===== src/rtl/fix_to_fp_11_4_if.sv =====
// Stream interface for fix_to_fp_11_4: fixed-point words in, packed
// exception-tagged FP words out, each side with a valid/ready handshake.
interface fix_to_fp_11_4_if #(
  parameter int IN_W = 16,
  parameter int OW   = 18
);
  logic            in_valid;
  logic            in_ready;
  logic [IN_W-1:0] in_data;
  logic            out_valid;
  logic            out_ready;
  logic [OW-1:0]   out_data;
  logic            out_inexact;

  // producer/consumer side (drives inputs, takes results)
  modport master (
    output in_valid, in_data, out_ready,
    input  in_ready, out_valid, out_data, out_inexact
  );

  // encoder side
  modport slave (
    input  in_valid, in_data, out_ready,
    output in_ready, out_valid, out_data, out_inexact
  );
endinterface


===== src/rtl/fix_to_fp_11_4.sv =====
// fix_to_fp_11_4: 3-stage signed fixed-point to exception-tagged float
// encoder (wE=4, wF=11 by default).
// Stage 1: sign/magnitude + zero detect. Stage 2: leading-one search and
// left-normalize. Stage 3: round/truncate, range check, pack.
// Optional macro FX2FP_ROUND_EN selects round-to-nearest-even; without it
// the fraction is truncated toward zero and there is no carry path.
// The whole pipe advances together when the output is empty or taken.
module fix_to_fp_11_4 #(
  parameter int IN_W      = 16,
  parameter int FRAC_BITS = 7,
  parameter int WE        = 4,
  parameter int WF        = 11
) (
  input logic              clk,
  input logic              rst,
  fix_to_fp_11_4_if.slave  bus
);
  localparam int OW     = WE + WF + 3;
  localparam int STAGES = 3;
  localparam int PW     = $clog2(IN_W);
  localparam int EW     = PW + WE + 2;
  localparam int BIAS   = 2 ** (WE - 1) - 1;
  localparam int EMAX   = 2 ** WE - 1;
  // normalized magnitude padded below so guard/sticky exist even when
  // the input is narrower than the fraction
  localparam int XW     = IN_W + WF + 2;

  typedef struct packed {
    logic            sign;
    logic            zero;
    logic [IN_W-1:0] mag;
  } s1_t;

  typedef struct packed {
    logic                  sign;
    logic                  zero;
    logic [IN_W-1:0]       norm;
    logic signed [EW-1:0]  exp;
  } s2_t;

  typedef struct packed {
    logic          inexact;
    logic [OW-1:0] word;
  } s3_t;

  logic [STAGES:1] vld_pipe;
  logic            advance;
  logic            accept;
  s1_t             s1_d, s1_q;
  s2_t             s2_d, s2_q;
  s3_t             s3_d, s3_q;

  assign advance      = ~vld_pipe[STAGES] | bus.out_ready;
  assign accept       = bus.in_valid & advance;
  assign bus.in_ready = advance;

  assign bus.out_valid   = vld_pipe[STAGES];
  assign bus.out_data    = s3_q.word;
  assign bus.out_inexact = s3_q.inexact;

  // valid bits shift as one unit; a stall freezes bubbles too
  always_ff @(posedge clk or posedge rst) begin
    if (rst)          vld_pipe <= '0;
    else if (advance) vld_pipe <= {vld_pipe[STAGES-1:1], accept};
  end

  // stage 1: sign, magnitude (IN_W wide so the most negative value is exact), zero
  always_comb begin
    s1_d      = '0;
    s1_d.sign = bus.in_data[IN_W-1];
    s1_d.zero = (bus.in_data == '0);
    s1_d.mag  = s1_d.sign ? (~bus.in_data + IN_W'(1)) : bus.in_data;
  end

  // stage 2: find leading one, shift it to the MSB, derive unbiased exponent
  always_comb begin
    logic [PW-1:0] p;
    logic [PW-1:0] sh;
    p = '0;
    for (int i = 0; i < IN_W; i++)
      if (s1_q.mag[i]) p = PW'(i);
    sh        = PW'(IN_W - 1) - p;
    s2_d      = '0;
    s2_d.sign = s1_q.sign;
    s2_d.zero = s1_q.zero;
    s2_d.norm = s1_q.mag << sh;
    s2_d.exp  = EW'(p) - EW'(FRAC_BITS);
  end

  // stage 3: fraction below the hidden one, rounding, range check, pack
  always_comb begin
    logic [XW-1:0] ext;
    logic [WF-1:0] frac;
    logic          guard;
    logic          sticky;
    int            eb;
`ifdef FX2FP_ROUND_EN
    logic          rnd_up;
    logic [WF:0]   sum;
`endif
    ext    = {s2_q.norm, {(WF + 2){1'b0}}};
    frac   = ext[XW-2 -: WF];
    guard  = ext[XW-2-WF];
    sticky = |ext[XW-3-WF:0];
    eb     = int'($signed(s2_q.exp)) + BIAS;
`ifdef FX2FP_ROUND_EN
    // nearest-even: round up on guard unless it is an exact tie on an even lsb
    rnd_up = guard & (sticky | frac[0]);
    sum    = {1'b0, frac} + {{WF{1'b0}}, rnd_up};
    frac   = sum[WF-1:0];
    // an all-ones fraction wraps to zero; the carry bumps the exponent
    if (sum[WF]) eb = eb + 1;
`endif
    s3_d = '0;
    if (s2_q.zero) begin
      s3_d = '0;
    end else if (eb > EMAX) begin
      s3_d.word    = {2'b10, s2_q.sign, {(WE + WF){1'b0}}};
      s3_d.inexact = 1'b1;
    end else if (eb < 0) begin
      s3_d.word    = '0;
      s3_d.inexact = 1'b1;
    end else begin
      s3_d.word    = {2'b01, s2_q.sign, eb[WE-1:0], frac};
      s3_d.inexact = guard | sticky;
    end
  end

  // stage data registers share the global advance with the valid bits
  always_ff @(posedge clk or posedge rst) begin
    if (rst) begin
      s1_q <= '0;
      s2_q <= '0;
      s3_q <= '0;
    end else if (advance) begin
      s1_q <= s1_d;
      s2_q <= s2_d;
      s3_q <= s3_d;
    end
  end
endmodule


===== src/flat_wrapper.sv =====
// flat-port wrapper written by rule: the top's interface ports become plain ports
module fix_to_fp_11_4_flat 
#(
  parameter int IN_W      = 16,
  parameter int FRAC_BITS = 7,
  parameter int WE        = 4,
  parameter int WF        = 11
)
  (clk, rst, bus_in_valid, bus_in_data, bus_out_ready, bus_in_ready, bus_out_valid, bus_out_data, bus_out_inexact);
  fix_to_fp_11_4_if #(.IN_W(IN_W)) bus_i ();
  input logic clk;
  input logic rst;
  input wire logic [$bits(bus_i.in_valid)-1:0] bus_in_valid;
  input wire logic [$bits(bus_i.in_data)-1:0] bus_in_data;
  input wire logic [$bits(bus_i.out_ready)-1:0] bus_out_ready;
  output wire logic [$bits(bus_i.in_ready)-1:0] bus_in_ready;
  output wire logic [$bits(bus_i.out_valid)-1:0] bus_out_valid;
  output wire logic [$bits(bus_i.out_data)-1:0] bus_out_data;
  output wire logic [$bits(bus_i.out_inexact)-1:0] bus_out_inexact;
  assign bus_i.in_valid = bus_in_valid;
  assign bus_i.in_data = bus_in_data;
  assign bus_i.out_ready = bus_out_ready;
  assign bus_in_ready = bus_i.in_ready;
  assign bus_out_valid = bus_i.out_valid;
  assign bus_out_data = bus_i.out_data;
  assign bus_out_inexact = bus_i.out_inexact;
  fix_to_fp_11_4 #(.IN_W(IN_W), .FRAC_BITS(FRAC_BITS), .WE(WE), .WF(WF)) u_core (.clk(clk), .rst(rst), .bus(bus_i));
endmodule

===== config.mk =====
export PLATFORM = sky130hd
export DESIGN_NAME = fix_to_fp_11_4_flat
export DESIGN_NICKNAME = d
export VERILOG_FILES = /design/src/rtl/fix_to_fp_11_4_if.sv /design/src/rtl/fix_to_fp_11_4.sv /design/src/flat_wrapper.sv
export SDC_FILE = /design/constraint.sdc
export NUM_CORES = 1
export LEC_CHECK = 0
export ABC_AREA = 1
export BUFFER_PORTS_ARGS = -buffer_cell sky130_fd_sc_hd__buf_2
export CAP_MARGIN = 25
export CORE_MARGIN = 2
export CORE_UTILIZATION = 60
export CTS_CLUSTER_DIAMETER = 200
export DETAILED_ROUTE_END_ITERATION = 12
export HOLD_SLACK_MARGIN = 0.03
export PLACE_DENSITY = 0.87
export SLEW_MARGIN = 20
export SYNTH_ARGS = -nofsm -noshare
export SYNTH_HDL_FRONTEND = slang
export SYNTH_SLANG_ARGS = --single-unit

===== constraint.sdc =====
create_clock -name clk -period 3.7 [get_ports clk]
set_input_delay 0.555 -clock clk [delete_from_list [all_inputs] [get_ports clk]]
set_output_delay 0.555 -clock clk [all_outputs]
set_load 0.005 [all_outputs]

Word level (Yosys, flattened, before mapping)
Index checks and enable logic that the tools add are counted.
{ "totals": {"input_bits": 20, "wordCells": 43, "output_inout_bits": 21, "regBits": 62} }
{ "op_classes": {"shifts": 1, "reduce_logical": 2, "muxes": 19, "addsub": 4, "n_lt_le_gt_ge": 2, "n_bitwise": 5} }
{ "op_table": {"columns": ["op", "n"], "rows": [
  ["19-bit two-way mux", 3],
  ["32-bit by 5-bit > comparator with 1-bit output (second input constant)", 1],
  ["32-bit by 1-bit less-than comparator with 1-bit output (second input constant)", 1],
  ["4-bit two-way mux", 8],
  ["16-bit by 1-bit adder with 16-bit output (second input constant)", 1],
  ["16-bit zero test", 1],
  ["16-bit two-way mux", 1],
  ["16-bit inverter", 1],
  ["16-bit by 4-bit left shift with 15-bit output", 1],
  ["3-bit two-way mux", 4],
  ["5-bit by 4-bit adder with 6-bit output (second input constant)", 1],
  ["4-bit by 3-bit subtractor with 5-bit output (second input constant)", 1],
  ["2-bit two-way mux", 2],
  ["4-bit subtractor (first input constant)", 1],
  ["3-bit OR reduction", 1],
  ["1-bit bitwise OR", 2],
  ["1-bit bitwise AND", 1],
  ["1-bit two-way mux", 1],
  ["1-bit inverter", 1]
]} }

Depth between registers and ports, before layout
Gate-level depths: netlist of run 1.
{ "depth": {"depth_word": 17, "ltp_mapped": 22, "ltp_nobuf": 21} }

Worst setup path after synthesis of run 1
No wires, ideal clock.
{ "synth_timing": {"kind": "reg2reg", "startpoint": "reg u_core.s1_q[2] (netlist name)", "endpoint": "reg u_core.s2_q[2] (netlist name)", "arrival_time_ps": 1761, "path_slack_ps": 1809, "n_path_buf": 1, "required_ps": 3569, "path_stages_with_launch": 23, "period_less_slack_ps": 1891, "setup_ps": 131, "path_cell_list": "dfrtp_1 inv_1 nand2_1 nand2_1 nand2_1 nand2_1 nand2_1 nand2_1 nand2_1 nand2_1 nand2_1 nand2_1 nand2_1 nand2_2 nand2_4 buf_8 inv_1 ha_1 inv_1 nor2_1 nor2_1 o21ai_0 o21ai_0"} }
{ "synth_between": {"elab_chain_cells": 15} }
{ "synth_rtl": {"columns": ["item", "line_no", "text"], "rows": [
  ["start: declaration", "fix_to_fp_11_4.sv:49", "s1_t s1_d, s1_q;"],
  ["start signal: assignment", "fix_to_fp_11_4.sv:132", "s1_q <= '0;"],
  ["start signal: assignment", "fix_to_fp_11_4.sv:136", "s1_q <= s1_d;"],
  ["2-bit two-way mux (2 in a row)", "fix_to_fp_11_4.sv:81", "if (s1_q.mag[i]) p = PW'(i);"],
  ["3-bit two-way mux (4 in a row)", "fix_to_fp_11_4.sv:81", null],
  ["4-bit two-way mux (8 in a row)", "fix_to_fp_11_4.sv:81", null],
  ["4-bit by 3-bit subtractor with 5-bit output", "fix_to_fp_11_4.sv:87", "s2_d.exp = EW'(p) - EW'(FRAC_BITS);"],
  ["end signal: assignment", "fix_to_fp_11_4.sv:133", "s2_q <= '0;"],
  ["end signal: assignment", "fix_to_fp_11_4.sv:137", "s2_q <= s2_d;"],
  ["end: declaration", "fix_to_fp_11_4.sv:50", "s2_t s2_d, s2_q;"]
]} }
Every way passes these cells.
A chain may end at the register's enable or synchronous reset.

Final worst setup path of run 1
{ "layout_timing": {"startpoint": "reg u_core.s1_q[15] (netlist name)", "endpoint": "reg u_core.s2_q[21] (netlist name)"} }
{ "layout_between": {"elab_chain_cells": 3} }
{ "layout_rtl": {"columns": ["item", "line_no", "text"], "rows": [
  ["4-bit two-way mux", "fix_to_fp_11_4.sv:81", null],
  ["4-bit subtractor", "fix_to_fp_11_4.sv:82", "sh = PW'(IN_W - 1) - p;"],
  ["16-bit by 4-bit left shift with 15-bit output (*)", "fix_to_fp_11_4.sv:86", "s2_d.norm = s1_q.mag << sh;"]
]} }
Every way passes the cells marked *; elsewhere a longest branch is shown, timed or not.

==> reports/results.ini, run 1 <==
[grt]
grt_max_degree=51
busiest_layer=met2
grt_pass1_wl_um=13200
overflow=0
antenna_found_initial=0
track_usage_pct=26.78
grt_use_met1_pct=33.93
grt_pass1_vias=2960
grt_use_met2_pct=44.54
use_met3_pct=5.317

[die]
die-area_mm2=0.006356
fp.coreArea_mm2=0.005507
rows=27
start_util_pct=62.49
fp.dieH_um=79.73
die_w_um=79.73
io_pins=41

[final_layout]
layout_common_cells=140 x nand2_1, 62 x dfrtp_1, 60 x nand3_1, 58 x inv_1, 47 x o21ai_0
fin_nets=530
drive_gt1_share_pct=12.33
layout.cells.non_filler=583
fill_cells=470
syn2layout_area_growth_pct=11.24
final_common_cell=nand2_1
n_antenna_cell=0

[power_and_ir_drop]
power_switching_mw=1.130
p_leak_nw=1.987
combPwrFrac_pct=42.1
pwr-share-seq_pct=39.7
vdd_drop_max_v=0.0003928
p_int_mw=1.577
clkPwrFrac_pct=18.1
swShare_pct=41.74
power_density_mw_per_mm2=707.2
power_mw=2.707

[critical_path]
worst_setup_path_start_kind=flip-flop
worstReg2RegStart=u_core.s1_q[15]
rr_endpoint=u_core.s2_q[21]
cp.required_ps=3930
critPathArrivalTime_ps=2550
critPathMaxFanout=15
reg2reg_depth=10
crit_path_top_delay_cell=nor4_1
cp_slowest_stage_delay_ps=450
crit_chain=nor4_1, nand2_1, inv_1, nor2_1, inv_1, nor2_1, nor2_1, nand2_1, nand3_1, nand2_1
crit_type=reg2reg
reg2reg_setup_slack_ps=1380
crit_path_end_kind=flip-flop

[clocking]
clk_latency_ps=350
clock_sinks=62
h-tree-depth=3
cts-root-buf=clkbuf_8
cts_setup_buffers=0
cts_resized=0
numCtsBuffers=9
cts.path.max_buffers=2
postCtsHoldBufs=0
clk_pin_slew_ps=70
cts_tree=yes

[route]
drc=0
route.vias.total=3107
drt_first_pass_iters=4
routedWlPerCell_um=12.77
antenna_left=0
drt_iter0_markers=172
viasPerCell=5.329
finalWirelength_um=7444

[synth]
synthDominantCellAreaShare_pct=45.09
synth_flop_cell=dfrtp_1
syn-cell-area_mm2=0.003441
async_reset_ff_share_pct=100.0
ys.warnings.count=0
synth_fp_nets=493
synth_top_area_cell=dfrtp_1
avgSynthCellArea_um2=7.321
synth_area_leaders=dfrtp_1 45%, nand2_1 15%, nand3_1 8.7%
ys_ff_latch=62
synth_cells=470
seq_area_frac_synth_pct=45.09
ys_types=33
synth-edff-count=0

[sta]
final-max-slew-violation-count=0
hold_violations=0
min_period_ps=2316
fin_crit_sh_pct=62.60
maxSlewHeadroom_pct=44.29
grt_setup_unrepaired=no
whs_ps=345.5
worst_pin_slew_ps=834.7
tns_ps=0
setup_viol=0
fin_skew_ps=13.53
clock.fmax_mhz=431.7

[placed_design]
dpl.hpwl_um=5434
port-buffer-count=40
place_inst=568
place_congestion=0.9488

[job]
maxCapViolations=0

[hold_path]
min_path_type=in2async

[status]
status=complete, no violations

[metal layers]
layer / routed length [um] / vias up / share of wire, %
met5: 0 / - / 0
met2: 3598 / 68 / 48
met1: 3372 / 1439 / 45
met3: 306 / 14 / 4.1
li1: - / 1586 / -
met4: 166 / 0 / 2.2
[synthesized netlist by cell type, types with 2 or more instances]
| cell | instances |
|---|---|
| nand3_1 | 60 |
| xor2_1 | 7 |
| xnor2_1 | 6 |
| nor4_1 | 2 |
| inv_1 | 59 |
| buf_2 | 5 |
| ha_1 | 3 |
| o21ai_0 | 47 |
| o22ai_1 | 4 |
| nand2_1 | 140 |
| nor2_1 | 29 |
| a21oi_1 | 9 |
| clkbuf_1 | 9 |
| nor3_1 | 3 |
| o41ai_1 | 2 |
| o21ai_1 | 3 |
| o31ai_1 | 5 |
| dfrtp_1 | 62 |
[worst max-delay path by stage]
| stage | from | to | slack [ps] | depth (start not counted) |
|---|---|---|---|---|
| floorplan | rst | u_core.bus.out_data[0] | 1600 | 1 |
| global placement | u_core.s1_q[2] | u_core.s2_q[2] | 1540 | 21 |
| detailed placement | u_core.s1_q[2] | u_core.s2_q[2] | 1460 | 21 |
| CTS | u_core.s1_q[15] | u_core.s2_q[21] | 1390 | 10 |
| global route | u_core.s1_q[2] | u_core.s2_q[2] | 1060 | 21 |
| finish | u_core.s1_q[15] | u_core.s2_q[21] | 1380 | 10 |
[kinds of logic after synthesis]
family	Yosys count	synth area share, %
xor+xnor	13	3.309
simple gates	241	29.45
buf+inv	78	9.418
flops	62	45.09
fa+ha+maj	3	1.091
compound gates	73	11.64
[registers in the layout, summed over array words and instances (netlist names)]
signal and count:
u_core.bus.out_data 18, u_core.bus.out_inexact 1, u_core.s1_q 18, u_core.s2_q 22, u_core.vld_pipe 3
[final cells by class]
type | instances | area [um^2] | area share (%)
clock buffer | 11 | 131.4 | 3.432
clock inverter | 4 | 25.02 | 0.6538
multi-input combinational | 330 | 1573 | 41.09
timing repair buffer | 44 | 230.2 | 6.015
sequential | 62 | 1551 | 40.54
inverter | 60 | 226.5 | 5.917
tap | 72 | 90.09 | 2.354
[per-stage QoR]
step                      util, %  cell area (um^2)  setup WS, ps
after global routing        69.51              3827          1056
after floorplan                 -              3441          1604
after global placement      66.64              3670          1543
final                       69.51              3827          1384
after CTS                   69.48              3826          1389
after detailed placement    66.64              3670          1460
[power groups by stage]
stage | Sequential (mW) | Combinational [mW] | Clock (mW)
2_1_floorplan | 1.07 | 0.829 | 0
6_report | 1.08 | 1.14 | 0.491
3_5_place_dp | 1.09 | 1.13 | 0
3_3_place_gp | 1.07 | 1.10 | 0
4_1_cts | 1.08 | 1.14 | 0.504
5_1_grt | 1.11 | 1.33 | 0.535
[critical path: cells and delay by family (launching register included)]
kind / cells / cell delay, ps
buffers and inverters: 2 / 520
flip-flops: 1 / 430
AND/OR/NAND/NOR: 8 / 1260
Power figures use the tool's default switching activity.
==> inputs of run 2 (changes only) <==
--- a/config.mk
+++ b/config.mk
@@ -9,11 +9,11 @@
 export BUFFER_PORTS_ARGS = -buffer_cell sky130_fd_sc_hd__buf_2
 export CAP_MARGIN = 25
 export CORE_MARGIN = 2
-export CORE_UTILIZATION = 60
+export CORE_UTILIZATION = 58
 export CTS_CLUSTER_DIAMETER = 200
 export DETAILED_ROUTE_END_ITERATION = 12
 export HOLD_SLACK_MARGIN = 0.03
-export PLACE_DENSITY = 0.87
+export PLACE_DENSITY = 0.84
 export SLEW_MARGIN = 20
 export SYNTH_ARGS = -nofsm -noshare
 export SYNTH_HDL_FRONTEND = slang
==> constraint.sdc (replaced) <==
create_clock -name clk -period 2.2 [get_ports clk]
set_input_delay 0.33 -clock clk [delete_from_list [all_inputs] [get_ports clk]]
set_output_delay 0.33 -clock clk [all_outputs]
set_load 0.005 [all_outputs]
==> reports/results.ini, run 2 (synthesis results as in run 1) <==
[route]
route.vias.total=3179  ; +2.3%
drc=0  ; unchanged
drt_iter0_markers=131  ; -24%
viasPerCell=5.352  ; +0.42%
drt_first_pass_iters=5  ; +1
antenna_left=0  ; unchanged
finalWirelength_um=7522  ; +1.0%
routedWlPerCell_um=12.66  ; -0.82%

[final_layout]
final_core_util_pct=68.18  ; -1.3 points
layout_common_cells=140 x nand2_1, 60 x dfrtp_1, 59 x nand3_1, 57 x inv_1, 46 x o21ai_0
fin_nets=540  ; +1.9%
fin_area_mm2=0.003965  ; +3.6%
n_antenna_cell=0  ; unchanged
fill_cells=513  ; +9.1%
syn2layout_area_growth_pct=15.24
drive_gt1_share_pct=14.84  ; +2.5 points
largest_reg_flops=22  ; unchanged
largest-register=u_core.s2_q
final_common_cell=nand2_1
layout.cells.non_filler=594  ; +1.9%

[placed_design]
dpl.hpwl_um=5585  ; +2.8%
place_congestion=0.8698  ; -8.3%
port-buffer-count=40  ; unchanged
pre_cts_slack_ps=227.8  ; -1232 ps
place_inst=579  ; +1.9%
dpl_cell_area_mm2=0.003746  ; +2.1%

[clocking]
cts.path.max_buffers=2  ; unchanged
clk_pin_slew_ps=70  ; about the same
h-tree-depth=3  ; unchanged
clk_latency_ps=340  ; about the same
postCtsHoldBufs=0  ; unchanged
numCtsBuffers=9  ; unchanged
cts_tree=yes
clock_sinks=62  ; unchanged
cts-root-buf=clkbuf_8

[critical_path]
critPathLaunch=u_core.s1_q[2]
reg2reg_setup_slack_ps=110  ; -1280 ps
cp.required_ps=2470  ; -1460 ps
critPathArrivalTime_ps=2370  ; -180 ps
crit_type=reg2reg
crit_path_end_kind=flip-flop
worstReg2RegStart=u_core.s1_q[2]
crit_path_top_delay_cell=dfrtp_2
path_common_cell=nand3_1
critPathMaxFanout=10  ; -5
reg2reg_depth=13  ; +3
worst_setup_path_start_kind=flip-flop
rr_endpoint=u_core.s2_q[24]
cp_slowest_stage_delay_ps=420  ; -30 ps
crit_chain=buf_4, o21ai_0, nand3_1, nand2_1, nand2_1, nand3_1, nand3_1, inv_1, buf_4, nand3_1, a21oi_1, nand2_1, nand3_1

[sta]
clock.fmax_mhz=478.1  ; +11%
setup_viol=0  ; unchanged
fin_crit_sh_pct=95.07  ; +32 points
worst_pin_slew_ps=595.5  ; -239.1 ps
tns_ps=0  ; unchanged
final-max-slew-violation-count=0  ; unchanged
hold_violations=0  ; unchanged
maxSlewHeadroom_pct=60.24  ; +16 points
min_period_ps=2091  ; -224.9 ps
fin_skew_ps=10.60  ; -2.930 ps
whs_ps=50.96  ; -294.5 ps
fin_ws_ps=108.6  ; -1275 ps

[die]
fp.coreArea_mm2=0.005816  ; +5.6%
rows=28  ; +3.7%
die-area_mm2=0.006564  ; +3.3%
fp.dieH_um=81.02  ; +1.6%
io_pins=41  ; unchanged
die_w_um=81.02  ; +1.6%
start_util_pct=59.17  ; -3.3 points

[grt]
track_usage_pct=25.59  ; -1.2 points
grt_pass1_vias=3019  ; +2.0%
overflow=0  ; unchanged
grt_max_degree=35  ; -31%
antenna_found_initial=0  ; unchanged
grt_pass1_wl_um=13050  ; -1.2%

[hold_path]
min_path_type=in2async

[power_and_ir_drop]
power_density_mw_per_mm2=1203  ; +70%
power_mw=4.769  ; +76%
vdd_drop_max_v=0.0005283  ; +35%
p_leak_nw=2.059  ; +3.6%

[job]
maxCapViolations=0  ; unchanged

[status]
status=complete, no violations

run 2: cell types whose count changed in the layout (fill, tap and decap cells not counted), moves of 2 or more:
cell        before  now
buf_4            4   12
clkinv_2         3    1
clkinvlp_4       2    0
dfrtp_1         62   60
dfrtp_2          0    2
inv_2            0    2
run 2: report_power, final:
part	switching, mW	internal [mW]	total (mW)
combinational	1.26	0.760	2.02
clock	0.407	0.533	0.940
sequential	0.239	1.57	1.81
run 2: worst max path at each step:
| stage | to | cells past startpoint |
|---|---|---|
| floorplan | u_core.s2_q[2] | 22 |
| global placement | u_core.s2_q[24] | 12 |
| detailed placement | u_core.s2_q[2] | 21 |
| CTS | u_core.s2_q[2] | 21 |
| global route | u_core.s2_q[24] | 13 |
| finish | u_core.s2_q[24] | 13 |
run 2: worst max-delay path: cells and delay by family, from the launching register on:
family | cells | cell delay (ps)
simple gates | 8 | 660
buf+inv | 3 | 580
flops | 1 | 420
compound gates | 2 | 400
run 2: final cells by class:
cell class	count	area [um^2]	area share (%)
multi-input combinational	330	1594	40.20
sequential	62	1554	39.19
timing repair buffer	54	321.6	8.110
inverter	60	225.2	5.680
clock buffer	11	141.4	3.566
tap	75	93.84	2.367
clock inverter	2	35.03	0.8836
run 2: timing repair:
| item | in CTS | in global routing |
|---|---|---|
| resized for setup | 0 | 9 |
| endpoints found under the setup margin | 0 | 6 |
| buffers inserted | 0 | 2 |
run 2: layer usage:
| metal | global-route usage, % | routed length [um] |
|---|---|---|
| met5 | 0 | 0 |
| met4 | 12.37 | 146 |
| met3 | 3.889 | 320 |
| met2 | 42.48 | 3697 |
| met1 | 32.80 | 3358 |
